$ cat config.mk
export PLATFORM = sky130hd
export DESIGN_NAME = pir_event_conditioner
export DESIGN_NICKNAME = d
export VERILOG_FILES = /design/src/rtl/pir_event_conditioner_pkg.sv /design/src/rtl/pir_event_conditioner_glitch_filter.sv /design/src/rtl/pir_event_conditioner.sv
export SDC_FILE = /design/constraint.sdc
export NUM_CORES = 1
export LEC_CHECK = 0
export BUFFER_PORTS_ARGS = -buffer_cell sky130_fd_sc_hd__buf_2
export CORE_MARGIN = 4
export CORE_UTILIZATION = 40
export CTS_BUF_LIST = sky130_fd_sc_hd__clkbuf_8 sky130_fd_sc_hd__clkbuf_16
export DETAILED_ROUTE_END_ITERATION = 12
export GPL_TIMING_DRIVEN = 0
export PLACE_DENSITY = 0.62
export SYNTH_ARGS = -nofsm -noshare
export SYNTH_HDL_FRONTEND = slang
export SYNTH_SLANG_ARGS = --single-unit
$ cat constraint.sdc
create_clock -name aclk -period 3.9 [get_ports aclk]
set_input_delay 0.39 -clock aclk [delete_from_list [all_inputs] [get_ports aclk]]
set_output_delay 0.39 -clock aclk [all_outputs]
set_load 0.02 [all_outputs]
$ cat src/rtl/pir_event_conditioner_pkg.sv
// Shared types and default timing constants for the PIR event conditioner.
// Defaults assume a 100 MHz clock.
package pir_pkg;

    typedef enum logic [1:0] {
        WARMUP   = 2'd0,
        IDLE     = 2'd1,
        ACTIVE   = 2'd2,
        COOLDOWN = 2'd3
    } pir_state_t;

    localparam longint unsigned DEF_WARMUP_CYCLES   = 64'd3_000_000_000;
    localparam longint unsigned DEF_FILTER_CYCLES   = 64'd1_000;
    localparam longint unsigned DEF_HOLD_CYCLES     = 64'd200_000_000;
    localparam longint unsigned DEF_COOLDOWN_CYCLES = 64'd100_000_000;
    localparam int              DEF_CNT_WIDTH       = 16;

    // Bits needed for a counter that must be able to hold maxCount itself.
    function automatic int timerWidth(input longint unsigned maxCount);
        return $clog2(maxCount + 64'd1);
    endfunction

endpackage

$ cat src/rtl/pir_event_conditioner_glitch_filter.sv
// Two-flop synchroniser followed by a stability counter that only lets the
// PIR level change once the synchronised input has differed for FILTER_CYCLES.
module pir_glitch_filter
    import pir_pkg::*;
#(
    parameter longint unsigned FILTER_CYCLES = DEF_FILTER_CYCLES
) (
    input  logic aclk,
    input  logic areset,
    input  logic pir_in,
    output logic filtered_pir
);

    localparam int              FW          = timerWidth(FILTER_CYCLES);
    localparam logic [FW-1:0]   FILTER_LAST = FW'(FILTER_CYCLES - 64'd1);

    logic          r_sync1;
    logic          r_sync2;
    logic          r_filtered;
    logic [FW-1:0] r_count;

    always_ff @(posedge aclk or posedge areset) begin
        if (areset) begin
            r_sync1 <= 1'b0;
            r_sync2 <= 1'b0;
        end else begin
            r_sync1 <= pir_in;
            r_sync2 <= r_sync1;
        end
    end

    // Any return to agreement restarts the count, so short glitches never toggle.
    always_ff @(posedge aclk or posedge areset) begin
        if (areset) begin
            r_filtered <= 1'b0;
            r_count    <= '0;
        end else if (r_sync2 == r_filtered) begin
            r_count <= '0;
        end else if (r_count == FILTER_LAST) begin
            r_filtered <= ~r_filtered;
            r_count    <= '0;
        end else begin
            r_count <= r_count + 1'b1;
        end
    end

    assign filtered_pir = r_filtered;

endmodule

$ cat src/rtl/pir_event_conditioner.sv
// Turns the raw PIR pin into motion events: warm-up mask, hold stretch,
// cooldown lockout and a saturating event counter for software.
module pir_event_conditioner
    import pir_pkg::*;
#(
    parameter longint unsigned WARMUP_CYCLES   = DEF_WARMUP_CYCLES,
    parameter longint unsigned FILTER_CYCLES   = DEF_FILTER_CYCLES,
    parameter longint unsigned HOLD_CYCLES     = DEF_HOLD_CYCLES,
    parameter longint unsigned COOLDOWN_CYCLES = DEF_COOLDOWN_CYCLES,
    parameter int              CNT_WIDTH       = DEF_CNT_WIDTH
) (
    input  logic                 aclk,
    input  logic                 areset,
    input  logic                 pir_in,
    input  logic                 enable,
    input  logic                 clear_count,
    output logic                 motion_active,
    output logic                 motion_pulse,
    output logic                 warming_up,
    output logic                 filtered_pir,
    output logic [1:0]           state_o,
    output logic [CNT_WIDTH-1:0] event_count
);

    // One timer is shared by all states, so it is sized for the largest count.
    localparam longint unsigned TIMER_MAX_WH =
        (WARMUP_CYCLES > HOLD_CYCLES) ? WARMUP_CYCLES : HOLD_CYCLES;
    localparam longint unsigned TIMER_MAX =
        (TIMER_MAX_WH > COOLDOWN_CYCLES) ? TIMER_MAX_WH : COOLDOWN_CYCLES;
    localparam int            TW            = timerWidth(TIMER_MAX);
    localparam logic [TW-1:0] WARMUP_LAST   = TW'(WARMUP_CYCLES - 64'd1);
    localparam logic [TW-1:0] HOLD_LOAD     = TW'(HOLD_CYCLES);
    localparam logic [TW-1:0] COOLDOWN_LAST = TW'(COOLDOWN_CYCLES - 64'd1);
    localparam logic [TW-1:0] TIMER_ONE     = TW'(1);

    pir_state_t           r_state;
    pir_state_t           w_stateNext;
    logic [TW-1:0]        r_timer;
    logic [TW-1:0]        w_timerNext;
    logic                 r_pulse;
    logic                 w_accept;
    logic [CNT_WIDTH-1:0] r_eventCount;
    logic [CNT_WIDTH-1:0] w_eventCountNext;
    logic                 w_filtered;

    pir_glitch_filter #(
        .FILTER_CYCLES(FILTER_CYCLES)
    ) u_filter (
        .aclk        (aclk),
        .areset      (areset),
        .pir_in      (pir_in),
        .filtered_pir(w_filtered)
    );

    always_comb begin
        w_stateNext = r_state;
        w_timerNext = r_timer;
        w_accept    = 1'b0;
        case (r_state)
            WARMUP: begin
                if (r_timer == WARMUP_LAST) begin
                    w_stateNext = IDLE;
                    w_timerNext = '0;
                end else begin
                    w_timerNext = r_timer + 1'b1;
                end
            end
            IDLE: begin
                if (w_filtered && enable) begin
                    w_stateNext = ACTIVE;
                    w_timerNext = HOLD_LOAD;
                    w_accept    = 1'b1;
                end
            end
            ACTIVE: begin
                if (!enable) begin
                    w_stateNext = IDLE;
                    w_timerNext = '0;
                end else if (w_filtered) begin
                    w_timerNext = HOLD_LOAD;
                end else if (r_timer == TIMER_ONE) begin
                    w_stateNext = COOLDOWN;
                    w_timerNext = '0;
                end else begin
                    w_timerNext = r_timer - 1'b1;
                end
            end
            COOLDOWN: begin
                if (!enable || (r_timer == COOLDOWN_LAST)) begin
                    w_stateNext = IDLE;
                    w_timerNext = '0;
                end else begin
                    w_timerNext = r_timer + 1'b1;
                end
            end
            default: begin
                w_stateNext = WARMUP;
                w_timerNext = '0;
            end
        endcase
    end

    // A clear coinciding with a new event still counts that event.
    always_comb begin
        w_eventCountNext = r_eventCount;
        if (w_accept) begin
            if (clear_count) begin
                w_eventCountNext = CNT_WIDTH'(1);
            end else if (r_eventCount != '1) begin
                w_eventCountNext = r_eventCount + 1'b1;
            end
        end else if (clear_count) begin
            w_eventCountNext = '0;
        end
    end

    always_ff @(posedge aclk or posedge areset) begin
        if (areset) begin
            r_state      <= WARMUP;
            r_timer      <= '0;
            r_pulse      <= 1'b0;
            r_eventCount <= '0;
        end else begin
            r_state      <= w_stateNext;
            r_timer      <= w_timerNext;
            r_pulse      <= w_accept;
            r_eventCount <= w_eventCountNext;
        end
    end

    assign motion_active = (r_state == ACTIVE);
    assign warming_up    = (r_state == WARMUP);
    assign motion_pulse  = r_pulse;
    assign state_o       = r_state;
    assign event_count   = r_eventCount;
    assign filtered_pir  = w_filtered;

endmodule

=== After elaboration in Yosys (flattened, before gate mapping) ===
Cells that the tools add are included.

* ROM bits: 0
* Bits in registers: 64
* Memories kept: 0
* Output and inout port bits: 22
* Memory bits (writable): 0
* Latch bits: 0
* Logic and storage cells: 59

* Reduce and logical (&&, ||, !) cells: 9
* Shift-type cells: 0
* Divide/modulo/power cells: 0
* Multiply operators: 0
* $lt $le $gt $ge: 0
* Mux-type cells: 22
* Add/sub/neg operators: 4
* Bitwise gates (word level): 2
* Eq/ne operators: 14

{| class="wikitable"
|+ Operators by type and width
! kind !! number
|-
| $mux 32 || 6
|-
| $pmux 32 s4 || 1
|-
| $mux 16 || 4
|-
| $add 32x1->32 const B || 1
|-
| $eq 32x1->1 const B || 1
|-
| $eq 32x27->1 const B || 1
|-
| $eq 32x32->1 const B || 1
|-
| $sub 32x1->32 const B || 1
|-
| $mux 10 || 2
|-
| $add 16x1->16 const B || 1
|-
| $ne 16x16->1 const B || 1
|-
| $mux 2 || 6
|-
| $add 10x1->10 const B || 1
|-
| $eq 10x10->1 const B || 1
|-
| $pmux 2 s4 || 1
|-
| $reduce_and 5->1 || 1
|-
| $eq 2x2->1 const B || 2
|-
| $ne 2x2->1 const B || 2
|-
| $reduce_and 2->1 || 2
|-
| $reduce_bool 2->1 || 2
|-
| $ne 3x2->1 const B || 1
|-
| $ne 3x3->1 const B || 1
|-
| $eq 2x1->1 const B || 1
|-
| $logic_not 2->1 || 1
|-
| other kinds (7) || 9
|}

=== Logic depth before layout (Yosys ltp) ===
* Depth after elaboration: 5
* Depth in mapped cells: 9

=== By module ===
A second synthesis with hierarchy kept.

* Cells, all modules: 601
* Area total of the unflattened synthesis: 4,877.2 µm²

{| class="wikitable"
|+ By module, submodules not included
! module !! instances !! cells each !! seq. area each (µm²) !! area an instance (µm²)
|-
| pir_event_conditioner || 1 || 542 || 1,276.2 || 4,251.6
|-
| pir_glitch_filter || 1 || 59 || 325.3 || 625.6
|}

=== Least setup slack after synthesis ===
OpenSTA, ideal clock, no wires.

* Path kind: register to register
* Start: reg r_timer[0]
* End: reg r_timer[28]
* Buffers on the path: 1
* Data arrival time: 2,270 ps
* Cell stages (with the launch flop): 9
* Setup slack: 1,509 ps
* Cell sequence: dfrtp_1 clkbuf_2 inv_1 ha_1 nor3b_1 nand4_1 or3_1 a221o_1 a22o_1

* Word-level cells in the longest chain between the ends: 5

{| class="wikitable"
|+ Ends and longest elaborated chain
! item !! RTL line !! RTL
|-
| from (decl) || pir_event_conditioner.sv:38 || <nowiki>logic [TW-1:0] r_timer;</nowiki>
|-
| from (signal assigned) || pir_event_conditioner.sv:125 || <nowiki>r_timer <= w_timerNext;</nowiki>
|-
| $sub 32x1->32 or $eq 32x1->1 (tied branches) || pir_event_conditioner.sv:85, pir_event_conditioner.sv:81 ||
|-
| $mux 32 || pir_event_conditioner.sv:81 || <nowiki>end else if (r_timer == TIMER_ONE) begin</nowiki>
|-
| $mux 32 || pir_event_conditioner.sv:79 || <nowiki>end else if (w_filtered) begin</nowiki>
|-
| $mux 32 || pir_event_conditioner.sv:76 || <nowiki>if (!enable) begin</nowiki>
|-
| $pmux 32 s4 (*) || pir_event_conditioner.sv:59 || <nowiki>case (r_state)</nowiki>
|}

Every way passes the cells marked *; elsewhere a longest branch is shown, timed or not.
A chain may end at the register's enable or synchronous reset.

=== Final worst setup path ===
* Start: reg r_state[1], in the netlist state_o[1]
* End: reg r_timer[15]

* Word-level cells in the longest chain between the ends: 2

{| class="wikitable"
|+ Ends and longest elaborated chain
! item !! RTL line !! RTL
|-
| from (decl) || pir_event_conditioner.sv:36 || <nowiki>pir_state_t r_state;</nowiki>
|-
| from (signal assigned) || pir_event_conditioner.sv:124 || <nowiki>r_state <= w_stateNext;</nowiki>
|-
| $eq 2x2->1, or another cell as far along || pir_event_conditioner.sv:59 ||
|-
| $pmux 32 s4 or $ne 2x2->1 (tied branches) || n/a ||
|}

Several ways; a longest one is shown, not always the timed one.

==> results.sh <==
export IMPL_run_status="finished, final reports clean"
export IMPL_clockPowerShare=0.199
export IMPL_synth_fp_nets=641
export IMPL_drc=0
export IMPL_switching_power_uw=2240
export IMPL_start_util=0.413
export IMPL_yosysTopAreaCell="dfrtp_1"
export IMPL_leakagePower_uw=0.00225
export IMPL_crit_fanout=10
export IMPL_dieArea_um2=14400
export IMPL_final_cell_area_um2=5660
export IMPL_place_area_um2=5350
export IMPL_finalCritPeriodShare=0.930
export IMPL_io_pins=27
export IMPL_first_iter_violations=730
export IMPL_synth_top_cell_area_share=0.319
export IMPL_wl_mm=17.8
export IMPL_clockBufferDepth=2
export IMPL_finalWeightedCongestion=0.997
export IMPL_critPathLaunchType="flip-flop"
export IMPL_vdd_drop_max_mv=0.400
export IMPL_numCtsBuffers=9
export IMPL_ys_ff_latch=64
export IMPL_fmax_mhz=276
export IMPL_worst_pin_slew_ns=1.12
export IMPL_setup_slack_ns=0.274
export IMPL_htreeDepth=3
export IMPL_seq_power_share=0.209
export IMPL_hold_buffers=0
export IMPL_diodes=0
export IMPL_rsz0062_at_grt="false"
export IMPL_avgSynthCellArea_um2=8.02
export IMPL_cellInternalPower_uw=2130
export IMPL_ys_seq_area_frac=0.319
export IMPL_synth_area_leaders="dfrtp_1 (32%), nor2_1 (4.3%), nand2_1 (4.2%), nand3_1 (3.5%), o21ai_0 (3.3%)"
export IMPL_fin_skew_ns=0.0101
export IMPL_critical_path_endpoint_type="flip-flop"
export IMPL_hold_violations=0
export IMPL_cts_root_buf="clkbuf_16"
export IMPL_tns_ns=0
export IMPL_final_core_utilization=0.466
export IMPL_detail_route_antenna_nets=0
export IMPL_vias=5338
export IMPL_area_delta_synth_final_pct=12.9
export IMPL_syn_cell_area_um2=5020
export IMPL_p_comb_frac=0.593
export IMPL_cp_data_arrival_time_ns=3.83
export IMPL_p_sw_frac=0.512
export IMPL_drive_gt1_frac=0.120
export IMPL_worst_hold_path_type="in -> reg"
export IMPL_nets=676
export IMPL_powerDensity_nw_per_um2=772
export IMPL_die_h_um=120
export IMPL_grt_max_degree=65
export IMPL_design_core_area_um2=12200
export IMPL_critPathRequiredTime_ns=4.11
export IMPL_cts_resized=0
export IMPL_holdCritStartpoint="pir_in"
export IMPL_cts_tree="yes"
export IMPL_grt_pass1_wl_mm=28.0
export IMPL_cts_setup_buffers=0
export IMPL_dpl_hpwl_mm=12.5
export IMPL_yosys_most_used_dff="dfrtp_1"
export IMPL_clk_pin_slew_ns=0.05
export IMPL_yosysWarnings=0
export IMPL_floorplan_rows=40
export IMPL_wire_per_inst_um=21.4
export IMPL_grt_use_total=0.250
export IMPL_r2r_start="state_o[1]"
export IMPL_grt_pass1_vias=4998
export IMPL_path_class="reg -> reg"
export IMPL_drv_cap=0
export IMPL_viasPerCell=6.40
export IMPL_async_flop_share=1.00
export IMPL_overflow=0
export IMPL_synth_edff_count=0
export IMPL_slew_limit_headroom=0.248
export IMPL_syn_inst=626
export IMPL_clock_sinks=64
export IMPL_fillerInstances=1216
export IMPL_portBuffers=24
export IMPL_antenna_found_initial=0
export IMPL_finalMaxSlewViolations=0
export IMPL_post_place_ws_ns=0.499
export IMPL_die_width_um=120
export IMPL_crit_start="state_o[1]"
export IMPL_finalCriticalPeriod_ns=3.63
export IMPL_drt_pre_antenna_iters=6
export IMPL_synth_cell_types=68
export IMPL_clk_latency_ns=0.35
export IMPL_setup_viol=0
==> power by group through the flow <==
stage                     logic [µW]  registers (µW)  clock network, µW
after floorplan                 1720             897                  0
after global placement          2480             916                  0
after detailed placement        2480             920                  0
after CTS                       2490             909                887
after global routing            2760             928                916
final                           2590             912                869
==> cell type report <==
cell class | instances | area (µm²) | area share
well taps | 168 | 210 | 0.0371
clock buffers | 9 | 225 | 0.0398
clock inverters | 7 | 87.6 | 0.0155
multi-input cells | 487 | 3090 | 0.545
repair buffers | 24 | 120 | 0.0212
inverters | 24 | 92.6 | 0.0163
plain buffers | 51 | 241 | 0.0426
flip-flops and latches | 64 | 1600 | 0.283
==> Yosys cell counts, types with 5 or more instances <==
cell type	n
or3_1	14
nor3_1	29
or4_1	12
a31oi_1	11
o21ai_0	33
nor4_1	25
buf_2	12
nand2b_1	6
and2_1	6
o31ai_1	6
a21oi_1	22
inv_1	24
xnor2_1	9
and4_1	5
ha_1	10
clkbuf_1	31
nand3_1	35
mux2i_1	5
a22oi_1	7
nand2_1	56
xor2_1	16
a211oi_1	7
nor2_1	57
or2_2	6
nand4_1	21
and3_1	10
dfrtp_1	64
==> flip-flops by register name, indices dropped and copies added (netlist names) <==
signal                 flops
motion_pulse               1
u_filter.r_sync2           1
u_filter.r_sync1           1
event_count               16
state_o                    2
u_filter.filtered_pir      1
r_timer                   32
u_filter.r_count          10
==> cell families after synthesis <==
group,count (synthesis),synth area share
fa+ha+maj,10,0.0249
simple gates,309,0.343
buf+inv,75,0.0661
compound gates,136,0.189
xor+xnor,25,0.0436
flops,64,0.319
mux,7,0.0145
==> stage by stage <==
| step | total power (µW) | hold WS (ns) | cells |
|---|---|---|---|
| after global placement | 3390 | 0.346 | 818 |
| after detailed placement | 3400 | 0.335 | 818 |
| after global routing | 4610 | 0.156 | 834 |
| after CTS | 4290 | 0.156 | 834 |
| after floorplan | 2620 | 0.331 | 626 |
| final | 4370 | 0.164 | 834 |
==> routing by layer <==
| metal | part of all wire | global-route usage |
|---|---|---|
| met1 | 0.42 | 0.330 |
| met2 | 0.45 | 0.389 |
| met4 | 0.041 | 0.110 |
| met3 | 0.093 | 0.0570 |
| met5 | 0 | 0 |
==> layout by cell type (no fill, tap or decap), drive strengths merged, types with 6 or more instances in the layout <==
cell | netlist | layout
clkbuf | 32 | 41
nor3 | 29 | 29
or4 | 15 | 15
ha | 10 | 10
or2 | 6 | 6
nand4 | 21 | 21
a22oi | 7 | 7
inv | 24 | 25
o21ai | 34 | 34
nor4 | 30 | 30
buf | 19 | 43
xor2 | 16 | 16
or3 | 14 | 14
dfrtp | 64 | 64
nand2b | 6 | 6
a21oi | 22 | 22
nand2 | 56 | 56
a31oi | 11 | 11
xnor2 | 9 | 9
and3 | 10 | 10
o31ai | 8 | 8
a211oi | 7 | 7
nor2 | 57 | 57
and2 | 6 | 6
nand3 | 35 | 35
==> worst paths after layout <==
path / end / slack, ns / cells past startpoint
hold reg to reg: u_filter.r_sync2 / 0.35 / 0
max in group asynchronous: r_timer[14] / 3.16 / 2
setup / recovery: r_timer[15] / 0.27 / 8
hold / removal: u_filter.r_sync1 / 0.16 / 1
setup reg to reg: r_timer[15] / 0.27 / 8
min in group asynchronous: u_filter.r_count[2] / 0.22 / 2
==> critical path: stages, from the launching register on <==
cell and delay, ns:
dfrtp_1 0.43, inv_1 0.13, ha_1 0.27, a21boi_1 0.75, clkbuf_1 0.67, buf_1 0.70, nor2_1 0.19, a22oi_1 0.22
nand3_1 0.13
(Power assumes the default switching activity.)
